<file path="src/rtl/ita_hwpe_package.sv">
// rtl/ita_hwpe_package.sv - shared types and default constants for the ITA HWPE stream engine
//
// Purpose: holds the engine FSM state encoding and the default stream widths,
//          FIFO depth and beat-counter width used by the engine top level.
// Ports:   none (package).
package ita_hwpe_package;

  typedef enum logic [1:0] {
    ST_IDLE = 2'd0,
    ST_RUN  = 2'd1,
    ST_DONE = 2'd2
  } state_e;

  localparam int unsigned DEF_INP_DW     = 128;
  localparam int unsigned DEF_WGT_DW     = 128;
  localparam int unsigned DEF_BIAS_DW    = 384;
  localparam int unsigned DEF_OUT_DW     = 128;
  localparam int unsigned DEF_FIFO_DEPTH = 4;
  localparam int unsigned DEF_CNT_W      = 16;

endpackage

</file>
<file path="src/rtl/ita_hwpe_fifo.sv">
// rtl/ita_hwpe_fifo.sv - first-word-fall-through stream FIFO with soft clear
//
// Purpose: DEPTH-entry ring buffer; head entry is presented combinationally,
//          so data pushed on one edge is visible the following cycle.
// Ports:   i_clk, i_rst_n (async, active-low), i_clear (sync flush);
//          i_valid/o_ready/i_data  - write side, o_ready = not full;
//          o_valid/i_ready/o_data  - read side, o_valid = not empty.
module ita_hwpe_fifo #(
  parameter int unsigned DW    = 32,
  parameter int unsigned DEPTH = 4
) (
  input  logic          i_clk,
  input  logic          i_rst_n,
  input  logic          i_clear,
  input  logic          i_valid,
  output logic          o_ready,
  input  logic [DW-1:0] i_data,
  output logic          o_valid,
  input  logic          i_ready,
  output logic [DW-1:0] o_data
);

  localparam int unsigned AW = (DEPTH > 1) ? $clog2(DEPTH) : 1;
  localparam int unsigned CW = AW + 1;
  localparam logic [CW-1:0] FULL_CNT = CW'(DEPTH);

  logic [DW-1:0] r_mem [DEPTH];
  logic [AW-1:0] r_wr_ptr;
  logic [AW-1:0] r_rd_ptr;
  logic [CW-1:0] r_cnt;

  logic w_full;
  logic w_empty;
  logic w_push;
  logic w_pop;

  assign w_full  = (r_cnt == FULL_CNT);
  assign w_empty = (r_cnt == '0);

  // Ready is held low while in reset and during a flush so no upstream
  // beat is ever reported as accepted and then silently dropped.
  assign o_ready = i_rst_n & ~i_clear & ~w_full;
  assign o_valid = ~i_clear & ~w_empty;
  assign o_data  = r_mem[r_rd_ptr];

  // Push depends only on not-full, so a pop in the same cycle never frees a slot early.
  assign w_push = i_valid & o_ready;
  assign w_pop  = o_valid & i_ready;

  always_ff @(posedge i_clk or negedge i_rst_n) begin
    if (!i_rst_n) begin
      r_wr_ptr <= '0;
      r_rd_ptr <= '0;
      r_cnt    <= '0;
    end else if (i_clear) begin
      r_wr_ptr <= '0;
      r_rd_ptr <= '0;
      r_cnt    <= '0;
    end else begin
      if (w_push) r_wr_ptr <= r_wr_ptr + AW'(1);
      if (w_pop)  r_rd_ptr <= r_rd_ptr + AW'(1);
      case ({w_push, w_pop})
        2'b10:   r_cnt <= r_cnt + CW'(1);
        2'b01:   r_cnt <= r_cnt - CW'(1);
        default: r_cnt <= r_cnt;
      endcase
    end
  end

  // Payload storage needs no reset; occupancy alone decides what is valid.
  always_ff @(posedge i_clk) begin
    if (w_push) r_mem[r_wr_ptr] <= i_data;
  end

endmodule

</file>
<file path="src/rtl/ita_hwpe_stream_engine.sv">
// rtl/ita_hwpe_stream_engine.sv - stream engine buffering core operands and framing output jobs
//
// Purpose: buffers the input, weight and bias streams toward the core and the
//          core result stream toward the output, each through its own FIFO.
//          A job of out_beats_i output beats is framed by an IDLE/RUN/DONE FSM
//          that counts delivered beats, applies the tail strobe on the last one
//          and pulses done_o once.
// Ports:   clk_i, rst_ni (async, active-low), clear_i (sync soft clear);
//          start_i, out_beats_i, tail_strb_i - job control;
//          inp_*/wgt_*/bias_* - operand streams in; core_inp_*/core_wgt_*/core_bias_* - to core;
//          core_oup_* - results from core; core_busy_i - core activity flag;
//          oup_valid_o/oup_ready_i/oup_data_o/oup_strb_o - framed output stream;
//          busy_o, done_o, beat_cnt_o - job status.
module ita_hwpe_stream_engine
  import ita_hwpe_package::*;
#(
  parameter int unsigned INP_DW     = DEF_INP_DW,
  parameter int unsigned WGT_DW     = DEF_WGT_DW,
  parameter int unsigned BIAS_DW    = DEF_BIAS_DW,
  parameter int unsigned OUT_DW     = DEF_OUT_DW,
  parameter int unsigned FIFO_DEPTH = DEF_FIFO_DEPTH,
  parameter int unsigned CNT_W      = DEF_CNT_W
) (
  input  logic                  clk_i,
  input  logic                  rst_ni,
  input  logic                  clear_i,
  input  logic                  start_i,
  input  logic [CNT_W-1:0]      out_beats_i,
  input  logic [OUT_DW/8-1:0]   tail_strb_i,
  input  logic                  inp_valid_i,
  output logic                  inp_ready_o,
  input  logic [INP_DW-1:0]     inp_data_i,
  input  logic                  wgt_valid_i,
  output logic                  wgt_ready_o,
  input  logic [WGT_DW-1:0]     wgt_data_i,
  input  logic                  bias_valid_i,
  output logic                  bias_ready_o,
  input  logic [BIAS_DW-1:0]    bias_data_i,
  output logic                  core_inp_valid_o,
  input  logic                  core_inp_ready_i,
  output logic [INP_DW-1:0]     core_inp_data_o,
  output logic                  core_wgt_valid_o,
  input  logic                  core_wgt_ready_i,
  output logic [WGT_DW-1:0]     core_wgt_data_o,
  output logic                  core_bias_valid_o,
  input  logic                  core_bias_ready_i,
  output logic [BIAS_DW-1:0]    core_bias_data_o,
  input  logic                  core_oup_valid_i,
  output logic                  core_oup_ready_o,
  input  logic [OUT_DW-1:0]     core_oup_data_i,
  input  logic                  core_busy_i,
  output logic                  oup_valid_o,
  input  logic                  oup_ready_i,
  output logic [OUT_DW-1:0]     oup_data_o,
  output logic [OUT_DW/8-1:0]   oup_strb_o,
  output logic                  busy_o,
  output logic                  done_o,
  output logic [CNT_W-1:0]      beat_cnt_o
);

  localparam int unsigned SW = OUT_DW / 8;

  state_e            r_state;
  state_e            w_next_state;
  logic [CNT_W-1:0]  r_beats;
  logic [SW-1:0]     r_tail;
  logic [CNT_W-1:0]  r_beat_cnt;

  logic              w_oup_fifo_valid;
  logic              w_oup_fifo_ready;
  logic              w_start_acc;
  logic              w_oup_hs;
  logic              w_last_beat;
  logic [SW-1:0]     w_tail_eff;

  // Operand FIFOs accept in every state so the next job can be prefetched.
  ita_hwpe_fifo #(.DW(INP_DW), .DEPTH(FIFO_DEPTH)) u_inp_fifo (
    .i_clk(clk_i), .i_rst_n(rst_ni), .i_clear(clear_i),
    .i_valid(inp_valid_i), .o_ready(inp_ready_o), .i_data(inp_data_i),
    .o_valid(core_inp_valid_o), .i_ready(core_inp_ready_i), .o_data(core_inp_data_o)
  );

  ita_hwpe_fifo #(.DW(WGT_DW), .DEPTH(FIFO_DEPTH)) u_wgt_fifo (
    .i_clk(clk_i), .i_rst_n(rst_ni), .i_clear(clear_i),
    .i_valid(wgt_valid_i), .o_ready(wgt_ready_o), .i_data(wgt_data_i),
    .o_valid(core_wgt_valid_o), .i_ready(core_wgt_ready_i), .o_data(core_wgt_data_o)
  );

  ita_hwpe_fifo #(.DW(BIAS_DW), .DEPTH(FIFO_DEPTH)) u_bias_fifo (
    .i_clk(clk_i), .i_rst_n(rst_ni), .i_clear(clear_i),
    .i_valid(bias_valid_i), .o_ready(bias_ready_o), .i_data(bias_data_i),
    .o_valid(core_bias_valid_o), .i_ready(core_bias_ready_i), .o_data(core_bias_data_o)
  );

  ita_hwpe_fifo #(.DW(OUT_DW), .DEPTH(FIFO_DEPTH)) u_oup_fifo (
    .i_clk(clk_i), .i_rst_n(rst_ni), .i_clear(clear_i),
    .i_valid(core_oup_valid_i), .o_ready(core_oup_ready_o), .i_data(core_oup_data_i),
    .o_valid(w_oup_fifo_valid), .i_ready(w_oup_fifo_ready), .o_data(oup_data_o)
  );

  assign w_start_acc = (r_state == ST_IDLE) & start_i & ~clear_i;
  assign w_oup_hs    = oup_valid_o & oup_ready_i;
  assign w_last_beat = (r_beat_cnt == r_beats - CNT_W'(1));
  // A zero tail strobe would mean an empty final beat; treat it as a full one.
  assign w_tail_eff  = (r_tail == '0) ? '1 : r_tail;

  always_ff @(posedge clk_i or negedge rst_ni) begin
    if (!rst_ni) r_state <= ST_IDLE;
    else         r_state <= w_next_state;
  end

  always_comb begin
    w_next_state = r_state;
    if (clear_i) begin
      w_next_state = ST_IDLE;
    end else begin
      unique case (r_state)
        ST_IDLE: if (start_i) w_next_state = (out_beats_i == '0) ? ST_DONE : ST_RUN;
        ST_RUN:  if (w_oup_hs && w_last_beat) w_next_state = ST_DONE;
        ST_DONE: w_next_state = ST_IDLE;
        default: w_next_state = ST_IDLE;
      endcase
    end
  end

  always_comb begin
    oup_valid_o      = 1'b0;
    w_oup_fifo_ready = 1'b0;
    done_o           = 1'b0;
    unique case (r_state)
      ST_RUN: begin
        oup_valid_o      = w_oup_fifo_valid;
        w_oup_fifo_ready = oup_ready_i;
      end
      ST_DONE: done_o = ~clear_i;
      default: ;
    endcase
  end

  always_ff @(posedge clk_i or negedge rst_ni) begin
    if (!rst_ni) begin
      r_beats    <= '0;
      r_tail     <= '0;
      r_beat_cnt <= '0;
    end else if (clear_i) begin
      r_beat_cnt <= '0;
    end else if (w_start_acc) begin
      r_beats    <= out_beats_i;
      r_tail     <= tail_strb_i;
      r_beat_cnt <= '0;
    end else if (w_oup_hs) begin
      r_beat_cnt <= r_beat_cnt + CNT_W'(1);
    end
  end

  assign oup_strb_o = ((r_state == ST_RUN) && w_last_beat) ? w_tail_eff : '1;
  assign busy_o     = (r_state != ST_IDLE) | core_busy_i;
  assign beat_cnt_o = r_beat_cnt;

endmodule

</file>
<file path="config.mk">
export PLATFORM = sky130hd
export DESIGN_NAME = ita_hwpe_stream_engine
export DESIGN_NICKNAME = d
export VERILOG_FILES = /design/src/rtl/ita_hwpe_package.sv /design/src/rtl/ita_hwpe_fifo.sv /design/src/rtl/ita_hwpe_stream_engine.sv
export SDC_FILE = /design/constraint.sdc
export NUM_CORES = 2
export LEC_CHECK = 0
export ABC_CLOCK_PERIOD_IN_PS = 14850
export BUFFER_PORTS_ARGS = -buffer_cell sky130_fd_sc_hd__buf_4
export CELL_PAD_IN_SITES_DETAIL_PLACEMENT = 1
export CELL_PAD_IN_SITES_GLOBAL_PLACEMENT = 1
export CORE_AREA = 2 2 625 627
export CTS_BUF_LIST = sky130_fd_sc_hd__clkbuf_4 sky130_fd_sc_hd__clkbuf_8
export DETAILED_ROUTE_END_ITERATION = 8
export DIE_AREA = 0 0 627 629
export PLACE_DENSITY_LB_ADDON = 0.12
export SYNTH_ARGS = -nofsm -noshare
export SYNTH_HDL_FRONTEND = slang
export SYNTH_SLANG_ARGS = --single-unit
</file>
<file path="constraint.sdc">
create_clock -name clk_i -period 14.85 [get_ports clk_i]
set_input_delay 0.7425 -clock clk_i [delete_from_list [all_inputs] [get_ports clk_i]]
set_output_delay 0.7425 -clock clk_i [all_outputs]
set_load 0.05 [all_outputs]
</file>
==> summary.txt <==
Clock tree
  • Root buf cell: clkbuf_8
  • CTS tree: done
  • Post-CTS Hold Fix Bufs: 807
  • CTS clock-pin slew for the worst setup and hold paths: 0.06 ns
  • Htree depth: 6
  • Skew-Pair Late Insertion Delay: 1.14 ns
  • Postcts setup bufs: 0
  • # resized after CTS: 0
  • Clock buffer count from CTS: 568
  • CTS Sinks: 3150
  • Clock Path Buffers: 4

Placed design
  • RePlAce Congestion: 0.7717
  • I/O Buffers: 1622
  • Post-DP HPWL: 247.3 mm

Die
  • Die Height: 629 um
  • Starting Density: 29.65%
  • Num ports: 1623
  • Core area: 387700 um^2
  • Die width: 627 um
  • # rows: 229
  • Die Footprint: 394400 um^2

Power
  • Total Power: 23.04 mW
  • Static leakage: 50.82 nW
  • Power density cells: 151.2 nW/um^2
  • VDD IR max: 0.09787 mV

Yosys
  • Dominant cell type by area after synthesis: edfxtp_1
  • Synth warn: 0
  • Ys async rst share: 2.476%
  • Synthesized flop and latch total: 3150
  • Sequential fraction of the synthesis area: 81.95%
  • Post-Syn Nets: 5348
  • Synth top cells by count: 3072 x edfxtp_1, 768 x mux4_2, 106 x buf_1
  • Top-count cell post-synth: edfxtp_1
  • Syn_area_per_cell: 25.47 um^2
  • Gate Count Post-Synth: 4513
  • Synth unique cells: 50
  • Synth area leaders: edfxtp_1 80%, mux4_2 15%, dfrtp_1 1.7%, buf_1 0.35%, mux2_2 0.29%
  • Most used DFF post-synth: edfxtp_1
  • Post-synth EDFFs: 3072
  • Post-Syn Area: 114900 um^2
  • Synth top area share: 80.26%

Global routing
  • Largest net degree at the start of global routing: 129
  • Gr usage total: 18.16%
  • Vias in the first global route: 65610
  • Antenna violations before repair: 172
  • First-pass GRT wire length: 509.9 mm
  • Busiest grt layer: met2
  • Grt ovf: 0
  • Met1 Track Usage GR: 20.26%
  • Met3 Use GR: 5.504%
  • GR Layer Usage met2: 32.41%

Job
  • Max Cap Viol: 0

Critical path
  • Cell depth of the worst setup path: 5
  • Crit-path max cell delay: 0.91 ns
  • Crit-path most repeated cell: buf_4
  • Crit path capture type: primary output
  • Cells along the critical path: buf_4 -> buf_4 -> buf_4 -> mux4_2 -> buf_4
  • CP Class: register to primary output
  • R2R cell count: 6
  • Worst Setup Start Kind: register
  • CP Buf/Inv Count: 4
  • Crit-path slowest cell: buf_4
  • Worst r2r src: u_bias_fifo.r_cnt[2]
  • Worst EP required: 14.11 ns
  • Arrival time worst endpoint: 5.49 ns
  • Reg-to-reg endpoint: u_bias_fifo.r_mem[1][88]
  • Setup slack, reg-to-reg: 10.36 ns
  • Top delay family on crit path: buffers and inverters
  • Crit-path max FO: 58

Cells and area
  • Area grow syn2layout: 32.61%
  • Fill count: 37570
  • Share of cells above drive strength 1: 43.36%
  • Layout net count: 8233

STA
  • Worst-margin pin slew: 1.309 ns
  • Fin Setup TNS: 0 ns
  • Skew final: 0.04184 ns
  • Slew Limit Fails: 0
  • Final Hold Viols: 0
  • F_max: 0.1606 GHz
  • Rel. slew slack: 11.60%
  • Min Clock Period, post-route: 6.228 ns
  • # setup viols final: 0
  • Unrepaired setup endpoints after global routing: false
  • Final Cycle Share: 41.94%

Status
  • Status: finished, final reports clean

Detailed routing
  • Routed wire per std cell: 27.98 um
  • Vias: 59490
  • 1st-iter DRT viols: 3203
  • DRC: 0
  • Post-route ant nets: 0
  • DR vias/cell: 4.554
  • Drt total wl: 365.5 mm
  • DRT Pass-1 Iters: 5

Min path
  • Worst hold stages: 4
  • HP Class: input port to register
  • Worst hold start: start_i
  • Hold Path Sink: r_state[1]
[where the power goes]
part | internal (mW) | switching, mW
clock | 4.11 | 3.58
sequential | 9.95 | 0.131
combinational | 1.84 | 3.43
[cell families after synthesis]
kind of cell | share of synthesized area [%]
buffers and inverters | 0.7130
adder cells (fa/ha/maj) | 0.2656
multiplexers | 15.40
AND/OR/NAND/NOR | 0.9971
AO/OA/AOI/OAI | 0.3168
XOR/XNOR | 0.3505
flip-flops | 81.95
[state kept, by name, indices dropped and copies added (netlist names)]
| register | cells |
|---|---|
| u_inp_fifo.r_rd_ptr | 2 |
| r_state | 2 |
| u_inp_fifo.r_cnt | 3 |
| r_tail | 16 |
| u_wgt_fifo.r_rd_ptr | 2 |
| u_bias_fifo.r_rd_ptr | 2 |
| u_oup_fifo.r_cnt | 3 |
| u_bias_fifo.r_wr_ptr | 2 |
| beat_cnt_o | 16 |
| u_bias_fifo.r_mem | 1536 |
| u_inp_fifo.r_mem | 512 |
| u_wgt_fifo.r_mem | 512 |
| u_oup_fifo.r_mem | 512 |
| u_inp_fifo.r_wr_ptr | 2 |
| u_wgt_fifo.r_wr_ptr | 2 |
| u_wgt_fifo.r_cnt | 3 |
| r_beats | 16 |
| u_oup_fifo.r_rd_ptr | 2 |
| u_oup_fifo.r_wr_ptr | 2 |
| u_bias_fifo.r_cnt | 3 |
[layout by cell type (no fill, tap or decap), types with 7 or more instances in the layout]
cell              n
dlygate4sd3_1   807
inv_1            23
mux2i_1           7
xnor2_1          25
xor2_1           21
inv_6            16
ha_1             18
edfxtp_1       3072
inv_8             7
nor3_1           17
clkinv_1        136
nor4_1           10
or3_1             9
and2_4           16
nand4_1          22
nand2_1          28
dfrtp_1          70
nor2_1           67
o21ai_0          15
clkbuf_4        191
diode_2          50
buf_12           10
clkinv_2         32
mux4_2          768
clkbuf_8        576
mux2_2           30
clkinvlp_4       24
dfrtp_4           8
nand2b_1          8
a21oi_1          22
buf_4          1691
[worst reg2reg max path, cell delays in order, from the launching register on]
cell and delay (ns):
dfrtp_1 0.43, inv_1 0.14, o311a_1 0.36, and2_4 0.70, buf_4 0.73, buf_4 0.75
buf_4 0.87
[metrics by stage]
| stage | instances | utilization, % | hold WS, ns | area [um^2] | setup slack [ns] |
|---|---|---|---|---|---|
| 2_1_floorplan | 4513 | - | 0.4469 | 114900 | 3.892 |
| 3_3_place_gp | 11220 | 34.49 | 0.5139 | 133700 | 9.062 |
| 3_5_place_dp | 11220 | 34.49 | 0.5219 | 133700 | 9.032 |
| 4_1_cts | 13010 | 39.29 | 0.02895 | 152300 | 8.348 |
| 5_1_grt | 13050 | 39.31 | 0.1355 | 152400 | 8.335 |
| 6_report | 13060 | 39.32 | 0.2147 | 152400 | 8.622 |
[layout make-up]
type	count	area [um^2]	area share [%]
Inverter	23	86.33	0.05664
Tap cell	5197	6502	4.266
Sequential cell	3150	94230	61.82
Clock inverter	219	1162	0.7626
Clock buffer	767	9361	6.142
Timing Repair Buffer	2508	20970	13.76
Antenna cell	50	125.1	0.08209
Multi-Input combinational cell	1147	19980	13.11
[layer usage]
layer  share of wire (%)  up-vias
li1                    -    25310
met1                  37    31400
met2                  52     1908
met3                 7.1      816
met4                 4.0       60
met5               0.099        -
[how the worst max path moves through the flow]
stage                            startpoint                         to  slack, ns
finish              u_bias_fifo.r_rd_ptr[1]      core_bias_data_o[268]       8.62
floorplan                           clear_i    u_bias_fifo.r_mem[0][0]       3.89
CTS                 u_bias_fifo.r_rd_ptr[1]      core_bias_data_o[268]       8.35
global placement                     rst_ni  u_bias_fifo.r_mem[1][101]       9.06
detailed placement                   rst_ni   u_bias_fifo.r_mem[1][55]       9.03
global route        u_bias_fifo.r_rd_ptr[1]      core_bias_data_o[268]       8.34
Note: power is estimated with default switching activity, not from simulation.
